File: src/rtl/bank_ram_arbiter.sv
// Round-robin arbiter sharing one single-port RAM bank between NUM_REQ requesters.
// Supports locked bursts and routes one-cycle-latency read data back to the issuer.
module bank_ram_arbiter #(
  parameter int NUM_REQ    = 4,
  parameter int ADDR_WIDTH = 10,
  parameter int DATA_WIDTH = 64
) (
  input  logic                          clk,
  input  logic                          rst_n,
  // Handshake: a command transfers in any cycle where req_valid[i] && req_ready[i].
  // req_ready is combinational on req_valid; a requester holds valid and fields
  // stable until ready and must not derive req_valid from req_ready.
  input  logic [NUM_REQ-1:0]            req_valid,
  output logic [NUM_REQ-1:0]            req_ready,
  input  logic [NUM_REQ-1:0]            req_we,
  input  logic [NUM_REQ-1:0]            req_lock,
  input  logic [NUM_REQ*ADDR_WIDTH-1:0] req_addr,
  input  logic [NUM_REQ*DATA_WIDTH-1:0] req_wdata,
  output logic [NUM_REQ-1:0]            rsp_valid,
  output logic [DATA_WIDTH-1:0]         rsp_rdata,
  output logic                          ram_en,
  output logic                          ram_we,
  output logic [ADDR_WIDTH-1:0]         ram_addr,
  output logic [DATA_WIDTH-1:0]         ram_wdata,
  input  logic [DATA_WIDTH-1:0]         ram_rdata
);

  localparam int IW = (NUM_REQ > 1) ? $clog2(NUM_REQ) : 1;

  logic [IW-1:0]      rr_ptr_q, rr_ptr_d;
  logic [IW-1:0]      lock_owner_q, lock_owner_d;
  logic               lock_active_q, lock_active_d;
  logic [NUM_REQ-1:0] rsp_sel_q, rsp_sel_d;

  logic               grant_valid;
  logic [IW-1:0]      grant_idx;
  logic               found;
  int unsigned        cand;

  always_comb begin
    grant_valid = 1'b0;
    grant_idx   = '0;
    found       = 1'b0;
    cand        = 0;
    if (lock_active_q) begin
      // The bank stays reserved for the owner even while it is idle.
      if (req_valid[lock_owner_q]) begin
        grant_valid = 1'b1;
        grant_idx   = lock_owner_q;
      end
    end else begin
      for (int k = 0; k < NUM_REQ; k++) begin
        cand = {{(32-IW){1'b0}}, rr_ptr_q} + unsigned'(k);
        if (cand >= unsigned'(NUM_REQ)) cand = cand - unsigned'(NUM_REQ);
        if (!found && req_valid[cand[IW-1:0]]) begin
          found     = 1'b1;
          grant_idx = cand[IW-1:0];
        end
      end
      grant_valid = found;
    end
    // No command may be granted while reset is asserted.
    if (!rst_n) grant_valid = 1'b0;
  end

  always_comb begin
    req_ready = '0;
    ram_en    = 1'b0;
    ram_we    = 1'b0;
    ram_addr  = '0;
    ram_wdata = '0;
    if (grant_valid) begin
      req_ready[grant_idx] = 1'b1;
      ram_en    = 1'b1;
      ram_we    = req_we[grant_idx];
      ram_addr  = req_addr[grant_idx*ADDR_WIDTH +: ADDR_WIDTH];
      ram_wdata = req_wdata[grant_idx*DATA_WIDTH +: DATA_WIDTH];
    end
  end

  always_comb begin
    rr_ptr_d      = rr_ptr_q;
    lock_owner_d  = lock_owner_q;
    lock_active_d = lock_active_q;
    rsp_sel_d     = '0;
    if (grant_valid) begin
      rr_ptr_d      = (grant_idx == IW'(NUM_REQ - 1)) ? '0 : grant_idx + IW'(1);
      lock_owner_d  = grant_idx;
      lock_active_d = req_lock[grant_idx];
      if (!req_we[grant_idx]) rsp_sel_d[grant_idx] = 1'b1;
    end
  end

  always_ff @(posedge clk or negedge rst_n) begin
    if (!rst_n) begin
      rr_ptr_q      <= '0;
      lock_owner_q  <= '0;
      lock_active_q <= 1'b0;
      rsp_sel_q     <= '0;
    end else begin
      rr_ptr_q      <= rr_ptr_d;
      lock_owner_q  <= lock_owner_d;
      lock_active_q <= lock_active_d;
      rsp_sel_q     <= rsp_sel_d;
    end
  end

  assign rsp_valid = rsp_sel_q;
  assign rsp_rdata = ram_rdata;

endmodule

File: config.mk
export PLATFORM = sky130hd
export DESIGN_NAME = bank_ram_arbiter
export DESIGN_NICKNAME = d
export VERILOG_FILES = /design/src/rtl/bank_ram_arbiter.sv
export SDC_FILE = /design/constraint.sdc
export NUM_CORES = 1
export LEC_CHECK = 0
export ABC_AREA = 1
export CAP_MARGIN = 20
export CORE_AREA = 2 2 202 204
export CTS_BUF_LIST = sky130_fd_sc_hd__clkbuf_2
export DETAILED_ROUTE_END_ITERATION = 8
export DIE_AREA = 0 0 204 206
export DONT_BUFFER_PORTS = 1
export PLACE_DENSITY_LB_ADDON = 0.05
export SYNTH_ARGS = -nofsm -noshare
export SYNTH_HDL_FRONTEND = slang
export SYNTH_SLANG_ARGS = --single-unit
export TNS_END_PERCENT = 10
File: constraint.sdc
create_clock -name clk -period 4 [get_ports clk]
set_clock_uncertainty 0.1 [all_clocks]
set_input_delay 0.6 -clock clk [delete_from_list [all_inputs] [get_ports clk]]
set_output_delay 0.6 -clock clk [all_outputs]
set_load 0.01 [all_outputs]
* After elaboration in Yosys (flattened, before gate mapping) *
Cells that the tools add are included.

operators by class
  multipliers = 1
  shift operators = 2
  reduce and logical (&&, ||, !) cells = 7
  add/subtract/negate cells = 8
  equal/unequal tests = 1
  magnitude comparators = 11
  muxes and demuxes = 48

operator list
  kind                   count
  $shiftx A256 B9 Y64    1
  $mux W64               1
  $shiftx A40 B7 Y10     1
  $mux W2                15
  $mux W1                20
  $lt A2 B3 Y1 const B   6
  $bmux W1 S2            7
  $mux W4                3
  $mux W10               1
  $ge A3 B3 Y1 const B   3
  $sub A2 B1 Y2 const B  4
  $add A2 B2 Y3 const B  2
  $mul A2 B3 Y5 const B  1
  $logic_and A1 B1 Y1    4
  $add A2 B1 Y3 const B  1
  $ge A2 B3 Y1 const B   1
  $logic_not A1 Y1       3
  $add A2 B1 Y2 const B  1
  $demux W1 S2           1
  $eq A2 B2 Y1 const B   1
  $ge A2 B1 Y1 const B   1

word-level totals
  register bits = 9
  word-level logic and storage cells = 82
  output and inout port bits = 148
  bits of input ports = 374

* Depth between registers and ports, before layout *
  word-level depth = 25
  depth in mapped cells = 18
  gate-level depth less buffers = 15

* Least setup slack after synthesis *
OpenSTA, ideal clock, no wires.

  path type = input to output
  start point = in req_valid[3]
  end point = out req_ready[2]
  setup slack = 1,209 ps
  cell stages on the path = 14
  path buffers = 2
  arrival = 2,091 ps
  data required time = 3,300 ps
  cells stage by stage = inv_1 > nand2_1 > nand3_1 > nand2_1 > nor2_2 > nand3_1 > nand2_2 > nor2_1 > nor2_2 > buf_4 > buf_2 > ha_1 > nand2_1 > inv_1

on the way
  longest elaborated chain between the ends = 21
  elaborated cells between the ends (all ways) = 38
  classes of those cells = order compare (2); mux (29); reduce/logical (7)

ends and longest elaborated chain
  item                                                                line  RTL
  from (decl)                                                         13    input logic [NUM_REQ-1:0] req_valid,
  $bmux W1 S2                                                         55    if (!found && req_valid[cand[IW-1:0]]) begin
  $mux W1 (implied by the code)                                       55
  $mux W1                                                             55
  $mux W1                                                             45    if (lock_active_q) begin
  $logic_not A1 Y1                                                    55
  $logic_and A1 B1 Y1                                                 55
  $mux W1                                                             55
  $mux W1                                                             45
  [5 not listed]                                                      -
  $logic_and A1 B1 Y1                                                 55
  $mux W2                                                             55
  $mux W2                                                             45
  $lt A2 B3 Y1 (implied by the code) or $ge A2 B1 Y1 (tied branches)  73    req_ready[grant_idx] = 1'b1;
  $logic_and A1 B1 Y1 (implied by the code)                           73
  $mux W1 (implied by the code)                                       73
  $demux W1 S2                                                        73
  $mux W4 *                                                           72    if (grant_valid) begin
  to (decl)                                                           14    output logic [NUM_REQ-1:0] req_ready,

Mark *: on every way between the ends. The rest lies on a longest branch, timed or not. The select of a mux whose other input is x is not followed.

* Worst setup path in the final report *
  start point = reg rr_ptr_q[0]
  end point = out ram_wdata[41]

on the way
  longest elaborated chain between the ends = 21
  elaborated cells between the ends (all ways) = 49
  classes of those cells = add/sub (7); order compare (4); shift (1); mux (31); reduce/logical (6)

ends and longest elaborated chain
  item                                            line    RTL
  from (decl)                                     30      logic [IW-1:0] rr_ptr_q, rr_ptr_d;
  from (signal assigned)                          101     rr_ptr_q <= rr_ptr_d;
  $ge A2 B3 Y1 or $sub A2 B1 Y2 (tied branches)   54      if (cand >= unsigned'(NUM_REQ)) cand = cand - unsigned'(NUM_REQ);
  $mux W2                                         54
  $mux W2                                         45
  $bmux W1 S2                                     55
  $mux W1 (implied by the code)                   55
  $mux W1                                         55
  $mux W1                                         45
  $logic_not A1 Y1                                55
  [5 not listed]                                  -
  $mux W1                                         55
  $mux W1                                         45
  $logic_not A1 Y1                                55
  $logic_and A1 B1 Y1                             55
  $mux W2 or $mux W1 (tied branches)              55
  $mux W2 or $mux W1 (tied branches)              45
  $shiftx A256 B9 Y64 or $mux W1 (tied branches)  77, 63
  $mux W64 *                                      72
  to (decl)                                       24      output logic [DATA_WIDTH-1:0] ram_wdata,

Marked as above.

==> results.py <==
metrics = {
    "synth": {
        "mapped_cells": 858,
        "synth_top_cells_by_area": "sky130_fd_sc_hd__nand2_1 40%, sky130_fd_sc_hd__buf_4 14%, sky130_fd_sc_hd__nand3_1 11%, sky130_fd_sc_hd__a21oi_1 9.4%, sky130_fd_sc_hd__nor2_1 8.4%",
        "postSynthNetCount": 1236,
        "avgSynthCellArea_um2": 4.71,
        "synth_largest_type_area_fraction_pct": 40.1,
        "top_reg_cell_synth": "sky130_fd_sc_hd__dfrtp_1",
        "synth_enable_flop_cells": 0,
        "register_bit_total_from_synthesis": 9,
        "yosys_warnings": 0,
        "async_reset_ff_share_pct": 100,
        "synth.largest_area_cell": "sky130_fd_sc_hd__nand2_1",
        "synth.yosys.seq_area_share_pct": 5.57,
        "synth.cell_area_um2": 4040,
        "synth.distinct_cells": 23,
    },
    "final_layout": {
        "fraction_of_final_layout_cells_sized_beyond_drive_strength_1_pct": 4.21,
        "finalNetCount": 1139,
        "finalNonFillerCells": 1296,
        "synthToLayoutAreaGrowth_pct": 4.55,
        "layout.cell_area.non_filler_um2": 4220,
    },
    "die": {
        "floorplan.core_area_um2": 40200,
        "floorplan.die.width_um": 204,
        "std_cell_rows": 74,
        "dieHeight_um": 206,
        "design.portCount": 522,
        "start_util_pct": 10.1,
        "dieArea_um2": 42000,
    },
    "critical_path": {
        "worst_ep_required_time_ns": 3.30,
        "critical_path_type": "reg2out",
        "timing.critical_path.slowest_cell_delay_ns": 0.60,
        "crit_path_frequent_cell": "sky130_fd_sc_hd__nand2_1",
        "crit_fanout": 70,
        "cpMaxStageDelayCell": "sky130_fd_sc_hd__dfrtp_1",
        "setup.reg_to_reg.worst_slack_ns": 1.18,
        "worstPathCellList": "inv_4, nand2_1, nand2_1, nor2_1, nor2_1, nand3_1, nand2_2, o21ai_4, buf_12, buf_4, nand2_1, nand3_1, nand2_1, nor2_1",
        "endpoint": "ram_wdata[41]",
        "rr_startpoint": "rr_ptr_q[0]",
        "critPathLaunchType": "flip-flop",
        "crit-reg2reg-capture": "rsp_valid[3]",
        "cp_data_arrival_time_ns": 2.93,
        "timing.critical_path.to_type": "output pin",
        "reg2reg_depth": 14,
        "critical_path.startpoint": "rr_ptr_q[0]",
    },
    "global_routing": {
        "globalRouteOverflowTotal": 0,
        "grt_first_pass_wirelength_mm": 31.0,
        "largest_net_degree_at_the_start_of_global_routing": 71,
        "antenna_found_initial": 4,
        "via_count_of_the_first_global_routing_pass": 5131,
        "grt_usage_pct": 9.62,
    },
    "drt": {
        "postRouteWirelength_mm": 22.8,
        "detail_route.iter0.violations": 277,
        "wl_per_cell_um": 17.6,
        "route.detailed.drc": 0,
        "post_drt_via_cell_ratio": 3.89,
        "antenna_nets_post_route": 0,
        "routed-via-count": 5041,
        "detail_route.first_pass.iterations": 4,
    },
    "sta": {
        "fin_crit_sh_pct": 90.7,
        "finalCriticalPeriod_ns": 3.63,
        "setup_total_negative_slack_ns": 0,
        "rsz0062_at_grt": "no",
        "hold_viol": 0,
        "report.final.slew_viol_count": 0,
        "worst_hold_slack_ns": 0.393,
        "maxClockFrequency_mhz": 276,
        "max_slew.worst_pin.slew_ns": 0.461,
        "worst_slew_margin_rel_pct": 69.1,
        "final-setup-viol-count": 0,
    },
    "outcome": {
        "run_status": "finished clean",
    },
    "power_and_ir_drop": {
        "p_leak_uw": 0.00194,
        "vdd.ir_drop.worst_mv": 0.744,
        "powerDensity_nw_per_um2": 1450,
    },
    "placed_design": {
        "post-dp-hpwl_mm": 18.3,
        "placed_cells": 1287,
        "instance_area_at_placement_um2": 4180,
        "final_weighted_congestion_of_routability_driven_global_placement": 0.715,
        "buffer_ports.inserted": 0,
    },
    "clock_network": {
        "h-tree-depth": 1,
        "cts_buffers": 3,
        "cts_buffer_depth": 2,
        "ctsRootBufferMaster": "sky130_fd_sc_hd__clkbuf_2",
        "worst_setup_hold_path_clk_slew_ns": 0.10,
        "clock_sinks": 9,
        "cts_tree": "yes",
        "clk_latency_ns": 0.24,
        "cts.repair.resized": 0,
    },
    "hold_path": {
        "hold_wc_path_type": "reg2reg",
    },
    "job": {
        "maxCapViolations": 0,
    },
}
## repair_timing
item                      CTS  global route
hold buffers                1             0
hold endpoints to repair    9             0
buffers inserted            0             0
## state kept, by name, indices dropped and copies added (netlist names)
| name | flops |
|---|---|
| lock_active_q | 1 |
| lock_owner_q | 2 |
| rsp_valid | 4 |
| rr_ptr_q | 2 |
## cell families (layout without fill, tap and decap cells)
kind of cell	Yosys count	count (layout)	share of synthesized area, %
AND/OR/NAND/NOR	616	616	60.3
buffers and inverters	145	47	22.1
AO/OA/AOI/OAI	84	84	10.8
flip-flops	9	9	5.57
adder cells (fa/ha/maj)	4	4	1.24
other	0	4	0
## layout make-up
class	count	area (um^2)
antenna	4	10.0
clock buffer	4	20.0
fill	4903	36000
inverter	23	90.1
multi-input combinational	704	2950
sequential	9	225
tap	532	666
timing repair buffer	20	265
## Yosys cell counts (2+ instances only)
cell type                    n
sky130_fd_sc_hd__nand3_1    90
sky130_fd_sc_hd__dfrtp_1     9
sky130_fd_sc_hd__nand2_1   432
sky130_fd_sc_hd__buf_2      36
sky130_fd_sc_hd__a21oi_1    76
sky130_fd_sc_hd__inv_1      21
sky130_fd_sc_hd__nor2_2      3
sky130_fd_sc_hd__buf_6       2
sky130_fd_sc_hd__ha_1        4
sky130_fd_sc_hd__clkbuf_1    7
sky130_fd_sc_hd__nor2_1     90
sky130_fd_sc_hd__o21ai_0     2
sky130_fd_sc_hd__buf_4      76
## per-layer routing
layer | vias to the layer above | track usage (%) | part of all wire (%)
li1 | 2416 | - | -
met1 | 2249 | 10.4 | 37
met2 | 338 | 17.6 | 49
met3 | 38 | 2.89 | 10
met4 | 0 | 3.42 | 3.2
met5 | - | 0.714 | 0
## report_power, final
group / switching, uW / internal [uW]
Sequential: 52.4 / 127
Combinational: 4110 / 1760
Clock: 34.0 / 26.6
Total: 4200 / 1910
## placed cells by master, fill, tap and decap left out, types with 2 or more instances in the layout
cell type / n
sky130_fd_sc_hd__a21oi_1: 76
sky130_fd_sc_hd__diode_2: 4
sky130_fd_sc_hd__nand3_1: 90
sky130_fd_sc_hd__clkbuf_2: 4
sky130_fd_sc_hd__inv_1: 20
sky130_fd_sc_hd__nand2_1: 432
sky130_fd_sc_hd__buf_4: 10
sky130_fd_sc_hd__o21ai_0: 2
sky130_fd_sc_hd__buf_12: 9
sky130_fd_sc_hd__nor2_4: 2
sky130_fd_sc_hd__dfrtp_1: 9
sky130_fd_sc_hd__ha_1: 4
sky130_fd_sc_hd__nor2_1: 90
## worst max-delay path: cells and delay by family (launching register included)
family          cells  cell delay, ns
simple gates       10            1.06
buf+inv             3            0.69
flops               1            0.60
compound gates      1            0.24
## metrics by stage
stage,util (%),worst slack [ns],power (uW)
floorplan,-,1.21,4560
global placement,10.4,0.499,6420
detailed placement,10.4,0.599,6290
CTS,10.5,0.284,6380
global route,10.5,0.0556,6940
finish,10.5,0.374,6110
## how the worst min path moves through the flow
stage	from	end	depth (start not counted)
after floorplan	rst_n	lock_active_q	0
after global placement	rst_n	rsp_valid[1]	0
after detailed placement	rst_n	rsp_valid[3]	0
after CTS	lock_active_q	lock_active_q	2
after global routing	lock_active_q	lock_active_q	2
final	lock_active_q	lock_active_q	2
Power figures use the tool's default switching activity.
